File: src/rtl/mem_port_arbiter.sv
// Shares one single-port memory between instruction fetch (IF, read-only)
// and load/store (LS, read/write). IDLE -> BUSY -> RESP FSM with round-robin
// on ties, a captured copy of the winning request driven to memory, and a
// per-transaction timeout that completes the request with an error flag.
module mem_port_arbiter #(
  parameter int ADDR_W  = 32,
  parameter int DATA_W  = 32,
  parameter int TIMEOUT = 16
) (
  input  logic                clk,
  input  logic                rst,
  // instruction fetch port
  input  logic                if_req,
  input  logic [ADDR_W-1:0]   if_addr,
  output logic                if_ack,
  output logic [DATA_W-1:0]   if_rdata,
  output logic                if_err,
  // load/store port
  input  logic                ls_req,
  input  logic                ls_we,
  input  logic [DATA_W/8-1:0] ls_be,
  input  logic [ADDR_W-1:0]   ls_addr,
  input  logic [DATA_W-1:0]   ls_wdata,
  output logic                ls_ack,
  output logic [DATA_W-1:0]   ls_rdata,
  output logic                ls_err,
  // memory port
  output logic                mem_req,
  output logic                mem_we,
  output logic [DATA_W/8-1:0] mem_be,
  output logic [ADDR_W-1:0]   mem_addr,
  output logic [DATA_W-1:0]   mem_wdata,
  input  logic                mem_ack,
  input  logic [DATA_W-1:0]   mem_rdata,
  output logic                busy
);

  localparam int BE_W  = DATA_W / 8;
  localparam int CNT_W = (TIMEOUT > 1) ? $clog2(TIMEOUT) : 1;

  typedef enum logic [1:0] {
    S_IDLE = 2'd0,
    S_BUSY = 2'd1,
    S_RESP = 2'd2
  } state_t;

  typedef enum logic {
    OWN_IF = 1'b0,
    OWN_LS = 1'b1
  } owner_t;

  // registered state and outputs
  state_t              r_state;
  owner_t              r_owner;
  owner_t              r_last_gnt;
  logic [CNT_W-1:0]    r_cnt;
  logic                r_mem_req;
  logic                r_mem_we;
  logic [BE_W-1:0]     r_mem_be;
  logic [ADDR_W-1:0]   r_mem_addr;
  logic [DATA_W-1:0]   r_mem_wdata;
  logic                r_if_ack;
  logic [DATA_W-1:0]   r_if_rdata;
  logic                r_if_err;
  logic                r_ls_ack;
  logic [DATA_W-1:0]   r_ls_rdata;
  logic                r_ls_err;
  logic                r_busy;

  // next-state values
  state_t              w_state_nxt;
  owner_t              w_owner_nxt;
  owner_t              w_last_gnt_nxt;
  logic [CNT_W-1:0]    w_cnt_nxt;
  logic                w_mem_req_nxt;
  logic                w_mem_we_nxt;
  logic [BE_W-1:0]     w_mem_be_nxt;
  logic [ADDR_W-1:0]   w_mem_addr_nxt;
  logic [DATA_W-1:0]   w_mem_wdata_nxt;
  logic                w_if_ack_nxt;
  logic [DATA_W-1:0]   w_if_rdata_nxt;
  logic                w_if_err_nxt;
  logic                w_ls_ack_nxt;
  logic [DATA_W-1:0]   w_ls_rdata_nxt;
  logic                w_ls_err_nxt;

  // arbitration helpers
  logic                w_any_req;
  logic                w_gnt_ls;
  logic                w_timeout;
  logic [DATA_W-1:0]   w_done_rdata;
  logic                w_done;
  logic                w_done_err;

  // LS wins when it is the only requester, or on a tie when IF went last.
  assign w_any_req = if_req | ls_req;
  assign w_gnt_ls  = ls_req & (~if_req | (r_last_gnt == OWN_IF));
  assign w_timeout = (r_cnt == CNT_W'(TIMEOUT - 1));

  // Completion result: mem_ack has priority over the timeout, stores return 0.
  always_comb begin
    w_done       = 1'b0;
    w_done_err   = 1'b0;
    w_done_rdata = '0;
    if (mem_ack) begin
      w_done       = 1'b1;
      w_done_rdata = r_mem_we ? '0 : mem_rdata;
    end else if (w_timeout) begin
      w_done     = 1'b1;
      w_done_err = 1'b1;
    end
  end

  // Next-state and next-output logic; holds everything unless a state acts on it.
  always_comb begin
    w_state_nxt     = r_state;
    w_owner_nxt     = r_owner;
    w_last_gnt_nxt  = r_last_gnt;
    w_cnt_nxt       = r_cnt;
    w_mem_req_nxt   = r_mem_req;
    w_mem_we_nxt    = r_mem_we;
    w_mem_be_nxt    = r_mem_be;
    w_mem_addr_nxt  = r_mem_addr;
    w_mem_wdata_nxt = r_mem_wdata;
    // response outputs are single-cycle: cleared unless completing now
    w_if_ack_nxt    = 1'b0;
    w_if_rdata_nxt  = '0;
    w_if_err_nxt    = 1'b0;
    w_ls_ack_nxt    = 1'b0;
    w_ls_rdata_nxt  = '0;
    w_ls_err_nxt    = 1'b0;

    unique case (r_state)
      S_IDLE: begin
        if (w_any_req) begin
          w_state_nxt    = S_BUSY;
          w_mem_req_nxt  = 1'b1;
          w_cnt_nxt      = '0;
          if (w_gnt_ls) begin
            w_owner_nxt     = OWN_LS;
            w_last_gnt_nxt  = OWN_LS;
            w_mem_we_nxt    = ls_we;
            w_mem_be_nxt    = ls_be;
            w_mem_addr_nxt  = {ls_addr[ADDR_W-1:2], 2'b00};
            w_mem_wdata_nxt = ls_wdata;
          end else begin
            w_owner_nxt     = OWN_IF;
            w_last_gnt_nxt  = OWN_IF;
            w_mem_we_nxt    = 1'b0;
            w_mem_be_nxt    = '1;
            w_mem_addr_nxt  = {if_addr[ADDR_W-1:2], 2'b00};
            w_mem_wdata_nxt = '0;
          end
        end
      end

      S_BUSY: begin
        if (w_done) begin
          w_state_nxt   = S_RESP;
          w_mem_req_nxt = 1'b0;
          if (r_owner == OWN_LS) begin
            w_ls_ack_nxt   = 1'b1;
            w_ls_rdata_nxt = w_done_rdata;
            w_ls_err_nxt   = w_done_err;
          end else begin
            w_if_ack_nxt   = 1'b1;
            w_if_rdata_nxt = w_done_rdata;
            w_if_err_nxt   = w_done_err;
          end
        end else begin
          w_cnt_nxt = r_cnt + 1'b1;
        end
      end

      S_RESP: begin
        // ack is visible this cycle; requests are not looked at until IDLE
        w_state_nxt = S_IDLE;
      end

      default: begin
        w_state_nxt   = S_IDLE;
        w_mem_req_nxt = 1'b0;
      end
    endcase
  end

  // State and output registers; reset discards any in-flight transaction.
  always_ff @(posedge clk) begin
    if (rst) begin
      r_state     <= S_IDLE;
      r_owner     <= OWN_IF;
      r_last_gnt  <= OWN_LS;
      r_cnt       <= '0;
      r_mem_req   <= 1'b0;
      r_mem_we    <= 1'b0;
      r_mem_be    <= '0;
      r_mem_addr  <= '0;
      r_mem_wdata <= '0;
      r_if_ack    <= 1'b0;
      r_if_rdata  <= '0;
      r_if_err    <= 1'b0;
      r_ls_ack    <= 1'b0;
      r_ls_rdata  <= '0;
      r_ls_err    <= 1'b0;
      r_busy      <= 1'b0;
    end else begin
      r_state     <= w_state_nxt;
      r_owner     <= w_owner_nxt;
      r_last_gnt  <= w_last_gnt_nxt;
      r_cnt       <= w_cnt_nxt;
      r_mem_req   <= w_mem_req_nxt;
      r_mem_we    <= w_mem_we_nxt;
      r_mem_be    <= w_mem_be_nxt;
      r_mem_addr  <= w_mem_addr_nxt;
      r_mem_wdata <= w_mem_wdata_nxt;
      r_if_ack    <= w_if_ack_nxt;
      r_if_rdata  <= w_if_rdata_nxt;
      r_if_err    <= w_if_err_nxt;
      r_ls_ack    <= w_ls_ack_nxt;
      r_ls_rdata  <= w_ls_rdata_nxt;
      r_ls_err    <= w_ls_err_nxt;
      r_busy      <= (w_state_nxt != S_IDLE);
    end
  end

  assign if_ack    = r_if_ack;
  assign if_rdata  = r_if_rdata;
  assign if_err    = r_if_err;
  assign ls_ack    = r_ls_ack;
  assign ls_rdata  = r_ls_rdata;
  assign ls_err    = r_ls_err;
  assign mem_req   = r_mem_req;
  assign mem_we    = r_mem_we;
  assign mem_be    = r_mem_be;
  assign mem_addr  = r_mem_addr;
  assign mem_wdata = r_mem_wdata;
  assign busy      = r_busy;

endmodule
File: config.mk
export PLATFORM = sky130hd
export DESIGN_NAME = mem_port_arbiter
export DESIGN_NICKNAME = d
export VERILOG_FILES = /design/src/rtl/mem_port_arbiter.sv
export SDC_FILE = /design/constraint.sdc
export NUM_CORES = 1
export LEC_CHECK = 0
export CORE_AREA = 2 2 122 124
export CTS_CLUSTER_DIAMETER = 100
export DETAILED_ROUTE_END_ITERATION = 6
export DIE_AREA = 0 0 124 126
export GPL_TIMING_DRIVEN = 1
export PLACE_DENSITY = 0.79
export SLEW_MARGIN = 20
export SYNTH_ARGS = -nofsm -noshare
export SYNTH_HDL_FRONTEND = slang
export SYNTH_SLANG_ARGS = --single-unit
File: constraint.sdc
create_clock -name clk -period 1.5 [get_ports clk]
set_input_delay 0.3 -clock clk [delete_from_list [all_inputs] [get_ports clk]]
set_output_delay 0.3 -clock clk [all_outputs]
set_load 0.05 [all_outputs]
==> impl_metrics.ini, run 1 <==
[yosys]
seq_area_frac_synth = 0.6083
synth.distinct_cells = 34
netlist_area_sq_um = 4772
syn_area_per_cell_sq_um = 9.544
yosys_warnings = 0
synthCells = 500
yosys-top-cells-count = dfxtp_1 (145), nor2_1 (103), a21oi_1 (38)
synth_edf_count = 0
synth_area_leaders = dfxtp_1 (61%), nor2_1 (8.1%), mux2i_1 (6.3%)
synth_top_area_cell = dfxtp_1
synthFlopType = dfxtp_1
synth_most_common_cell = dfxtp_1
synth.top_cell.area_share = 0.6083
synth-seq-cells = 145
async_flop_share = 0

[detailed_routing]
antenna_left = 0
num_vias = 4530
wl_per_cell_microns = 15.26
wirelength_mm = 14.80
drt_first_pass_iters = 4
first_iter_violations = 182
vias_per_cell = 4.670
drc = 0

[placement]
gp_congestion = 0.7585
port-buffer-count = 270
dp_hpwl_mm = 10.98

[worst_hold_path]
hp-class = in -> reg

[finish]
drive_gt1_frac = 0.2672
seq_area_sq_um = 2903
multiInputGateArea_sq_um = 1708
diodes = 0
fillCellCount = 1091
synthToLayoutAreaGrowth_pct = 98.43
nets = 913
utilization = 0.6615

[status]
status = completed

[floorplan]
fp.dieArea_sq_um = 15620
boundaryPins = 277
fp.dieW_microns = 124
num_rows = 44
dieHeight_microns = 126
start_util = 0.3334
coreArea_sq_um = 14310

[worst_setup_path]
path_buf_inv = 2
arrival_ns = 1.82
cp-start-kind = input pin
criticalPathCategory = in -> reg
cpPeakStageDelay_ns = 0.45
crit_fanout = 32
slowest_stage = clkdlybuf4s50_1
crit_family = simple AND/OR/NAND/NOR gates
critical_path.cell_chain = clkdlybuf4s50_1 -> or3b_4 -> or3_4 -> buf_12 -> nor2_1
crit_path_end_kind = register
crit_required_ns = 1.84

[pwr]
p_leak_nw = 3.844
power.total_w = 0.01097
ir_worst_vdd_v = 0.0006587
power_density_nw_per_um2 = 1159

[clock_tree]
cts_buffers = 17
cts_tree = yes
clkTransAtPathRegs_ns = 0.06
htree_levels = 4
cts_root_buf = clkbuf_16
clockBufferDepth = 2
clk_latency_ns = 0.41
cts_sinks = 145

[grt]
antenna_found_initial = 0
grt_first_pass_wirelength_mm = 22.72
grt_usage = 0.1881
grt_overflow = 0
grt_pass1_vias = 4478
grt_max_degree = 66

[sta]
maxSlewViolCount = 0
fmax_ghz = 0.6746
rsz0062_at_grt = true
clock-skew-final_ns = 0.009021
hold_violations = 0
setup_viol = 0
period_share = 0.9883
finalCriticalPeriod_ns = 1.482

[run]
cap_violations = 0
[cells in the final DEF (no fill, tap or decap), types with 3 or more instances in the layout]
cell type / n
a21oi_1: 38
clkinv_2: 4
dfxtp_1: 145
inv_6: 3
mux2i_1: 30
nand2_1: 35
o21ai_0: 35
nor3_1: 3
clkdlybuf4s50_1: 133
nand3_1: 4
buf_12: 113
bufinv_16: 4
nor2_2: 9
inv_1: 7
a22oi_1: 33
clkbuf_16: 18
buf_4: 48
nor2_1: 97
[flip-flops by register name (all words and copies together) (netlist names), 2 cells and up]
signal and count:
if_rdata 32, ls_rdata 32, mem_addr 30, mem_be 4, mem_wdata 32, r_cnt 4, r_state 2
[tightest hold or removal path, stage by stage]
cell and delay (ns):
clkdlybuf4s50_1 0.39, inv_1 0.05, a21oi_1 0.05
[routing by layer]
| layer | part of all wire | global-route usage | wire [microns] |
|---|---|---|---|
| met4 | 0.020 | 0.07535 | 300 |
| met3 | 0.11 | 0.07699 | 1625 |
| met2 | 0.50 | 0.3319 | 7458 |
| met1 | 0.37 | 0.1962 | 5418 |
| met5 | 0 | 0 | 0 |
[final timing paths]
path         startpoint  slack, ns     endpoint  cells past startpoint
max reg2reg  r_state[1]       0.04  if_rdata[4]                      4
min            ls_be[0]       0.44    mem_be[0]                      3
max                 rst       0.02  if_rdata[4]                      5
min reg2reg  r_last_gnt       0.53   r_last_gnt                      2
[metrics by stage]
step	setup TNS, ns	instance area (sq um)	cells	hold slack, ns	setup slack (ns)
6_report	0	9469	970	0.4357	0.01757
5_1_grt	-0.02192	9469	970	0.4360	-0.009410
4_1_cts	0	9403	968	0.4224	0.002436
3_5_place_dp	-43.34	8791	937	0.5085	-0.3924
3_3_place_gp	-39.33	8791	937	0.4903	-0.3629
2_1_floorplan	-3.298	4782	501	0.4277	-0.1125
[repair_timing]
action | in CTS | in global routing
resized for setup | 0 | 11
buffers inserted | 0 | 1
setup endpoints to repair | 0 | 56
hold buffers | 0 | 0
[layout make-up]
| cell class | count | area share |
|---|---|---|
| Timing Repair Buffer | 296 | 0.4214 |
| Sequential cell | 145 | 0.3066 |
| Multi-Input combinational cell | 307 | 0.1804 |
| Clock buffer | 18 | 0.04532 |
| Tap cell | 184 | 0.02431 |
| Clock inverter | 13 | 0.01929 |
| Inverter | 7 | 0.002775 |
[kinds of logic after synthesis]
logic type      after synthesis  synth area share
simple gates                157            0.1324
flops                       145            0.6083
compound gates              116            0.1445
buf+inv                      49           0.04667
mux                          30           0.06293
fa+ha+maj                     1          0.002622
other cells                   1         0.0007858
xor+xnor                      1          0.001836
[report_power, final]
group          internal [W]  switching [W]
Combinational       0.00120        0.00118
Clock               0.00278        0.00159
Sequential          0.00404       0.000183
Total               0.00802        0.00295
No activity file was read; power rests on OpenSTA's default activity.
==> run 2: changes to the inputs <==
Settings changed: PLACE_DENSITY 0.79 to 0.75.
==> run 2 against run 1 <==
Clock skew fell by 0.0032 ns. Total power is 2.1% lower. Via count grew 3.1%. Sequential share of layout area fell by 1.1 points. Wire length grew 10%. Global-route usage is 0.69 points higher. First-iteration DRC count is 20% higher. Cell area rose by 3.6%. Clock power fell by 6.2%. Critical endpoint is now mem_addr[8]. Largest power group is now sequential cells.
==> impl_metrics.ini, run 2 (synthesized netlist as in run 1, its figures left out) <==
[finish]
multiInputGateArea_sq_um = 1714
seq_area_sq_um = 2904
synthToLayoutAreaGrowth_pct = 105.6
nets = 914
drive_gt1_frac = 0.2656
layout_common_cells = dfxtp_1 (144), buf_12 (138), clkdlybuf4s50_1 (132)
fillCellCount = 999
final_common_cell = dfxtp_1
fin_cells = 973

[grt]
grt_max_degree = 66
grt_usage = 0.1950
grt_first_pass_wirelength_mm = 23.78
antenna_found_initial = 2
grt_overflow = 0
grt_pass1_vias = 4728

[detailed_routing]
drc = 0
antenna_left = 0
wirelength_mm = 16.28
first_iter_violations = 219
vias_per_cell = 4.800
drt_first_pass_iters = 7
num_vias = 4670
wl_per_cell_microns = 16.73

[sta]
setup_viol = 0
maxSlewViolCount = 0
period_share = 0.9845
holdWs_ns = 0.4331
finalCriticalPeriod_ns = 1.477
fmax_ghz = 0.6772
hold_violations = 0
clock-skew-final_ns = 0.005819

[worst_hold_path]
min_to = mem_be[0]
min_from = ls_be[0]
holdPathStages = 3
hp-class = in -> reg

[floorplan]
num_rows = 44
fp.dieArea_sq_um = 15620
start_util = 0.3334
fp.dieW_microns = 124
coreArea_sq_um = 14310
boundaryPins = 277
dieHeight_microns = 126

[worst_setup_path]
critPathLaunch = ls_req
r2r-start = r_state[1]
crit_required_ns = 1.78
slowest_stage = clkdlybuf4s50_1
cpPeakStageDelay_ns = 0.54
crit_path_end_kind = register
arrival_ns = 1.76
critical_path.cell_chain = clkdlybuf4s50_1 -> a21boi_4 -> buf_12 -> mux2i_1 -> a21oi_1
ff2ff_path_depth = 6
criticalPathCategory = in -> reg
reg2reg_to = ls_rdata[11]
cp-start-kind = input pin
crit_fanout = 30
r2r_setup_slack_ns = 0.04

[clock_tree]
cts_buffers = 17
htree_levels = 4
clockBufferDepth = 2
ctsResizeCount = 0
cts_sinks = 145
cts_setup_buffers = 0
cts_tree = yes
clkTransAtPathRegs_ns = 0.06
cts.hold.buffers_added = 0
cts_root_buf = clkbuf_16
clk_latency_ns = 0.41

[run]
cap_violations = 0

[pwr]
ir_worst_vdd_v = 0.0006423
power_density_nw_per_um2 = 1095
p_leak_nw = 3.919

[placement]
port-buffer-count = 270
dp_hpwl_mm = 11.64
gp_congestion = 0.7800
post-place-cells = 935

[status]
status = completed
[run 2: cell types whose count changed in the layout (fill, tap and decap cells not counted), sizes merged]
| cell | before | now |
|---|---|---|
| clkbuf | 19 | 23 |
| inv | 10 | 8 |
| dlymetal6s2s | 0 | 1 |
| bufinv | 4 | 2 |
| clkdlybuf4s50 | 133 | 132 |
| clkinvlp | 1 | 5 |
| clkinv | 5 | 3 |
| diode | 0 | 2 |
| buf | 162 | 161 |
[run 2: per-stage QoR]
stage	setup TNS (ns)	total power, W	utilization	setup slack [ns]	cell area (sq um)
floorplan	-3.298	0.005310	-	-0.1125	4782
global placement	-36.92	0.006625	0.6353	-0.3298	9094
detailed placement	-43.00	0.006681	0.6353	-0.3934	9094
CTS	0	0.01077	0.6753	0.007202	9666
global route	-0.03902	0.01114	0.6854	-0.03046	9811
finish	0	0.01074	0.6854	0.02326	9811
[run 2: how the worst max path moves through the flow]
| stage | to | slack [ns] | cells after the start |
|---|---|---|---|
| floorplan | if_rdata[24] | -0.11 | 7 |
| finish | mem_addr[8] | 0.02 | 5 |
| detailed placement | mem_addr[8] | -0.39 | 5 |
| CTS | if_rdata[1] | 0.007 | 4 |
| global placement | if_rdata[24] | -0.33 | 5 |
| global route | r_cnt[3] | -0.03 | 5 |
[run 2: report_power, final]
group | switching, W | internal, W
clock | 0.00164 | 0.00246
combinational | 0.00120 | 0.00121
sequential | 0.000188 | 0.00404
[run 2: per-layer routing]
metal	GRT usage	wire, microns	vias up
met5	0	0	-
met4	0.07865	279	0
met3	0.08514	1739	19
met2	0.3442	8481	213
met1	0.1996	5781	2198
li1	-	-	2240
[run 2: critical path: cells and delay by family]
family,cells,cell delay [ns]
muxes,1,0.31
AOI/OAI and AO/OA,2,0.35
buffers and inverters,2,0.79
[run 2: layout make-up]
cell class,instances,area share
clock inverters,11,0.01377
repair buffers,297,0.4443
well taps,184,0.02347
inverters,7,0.002678
clock buffers,20,0.04451
multi-input cells,307,0.1747
diodes,2,0.0005101
flip-flops and latches,145,0.2960
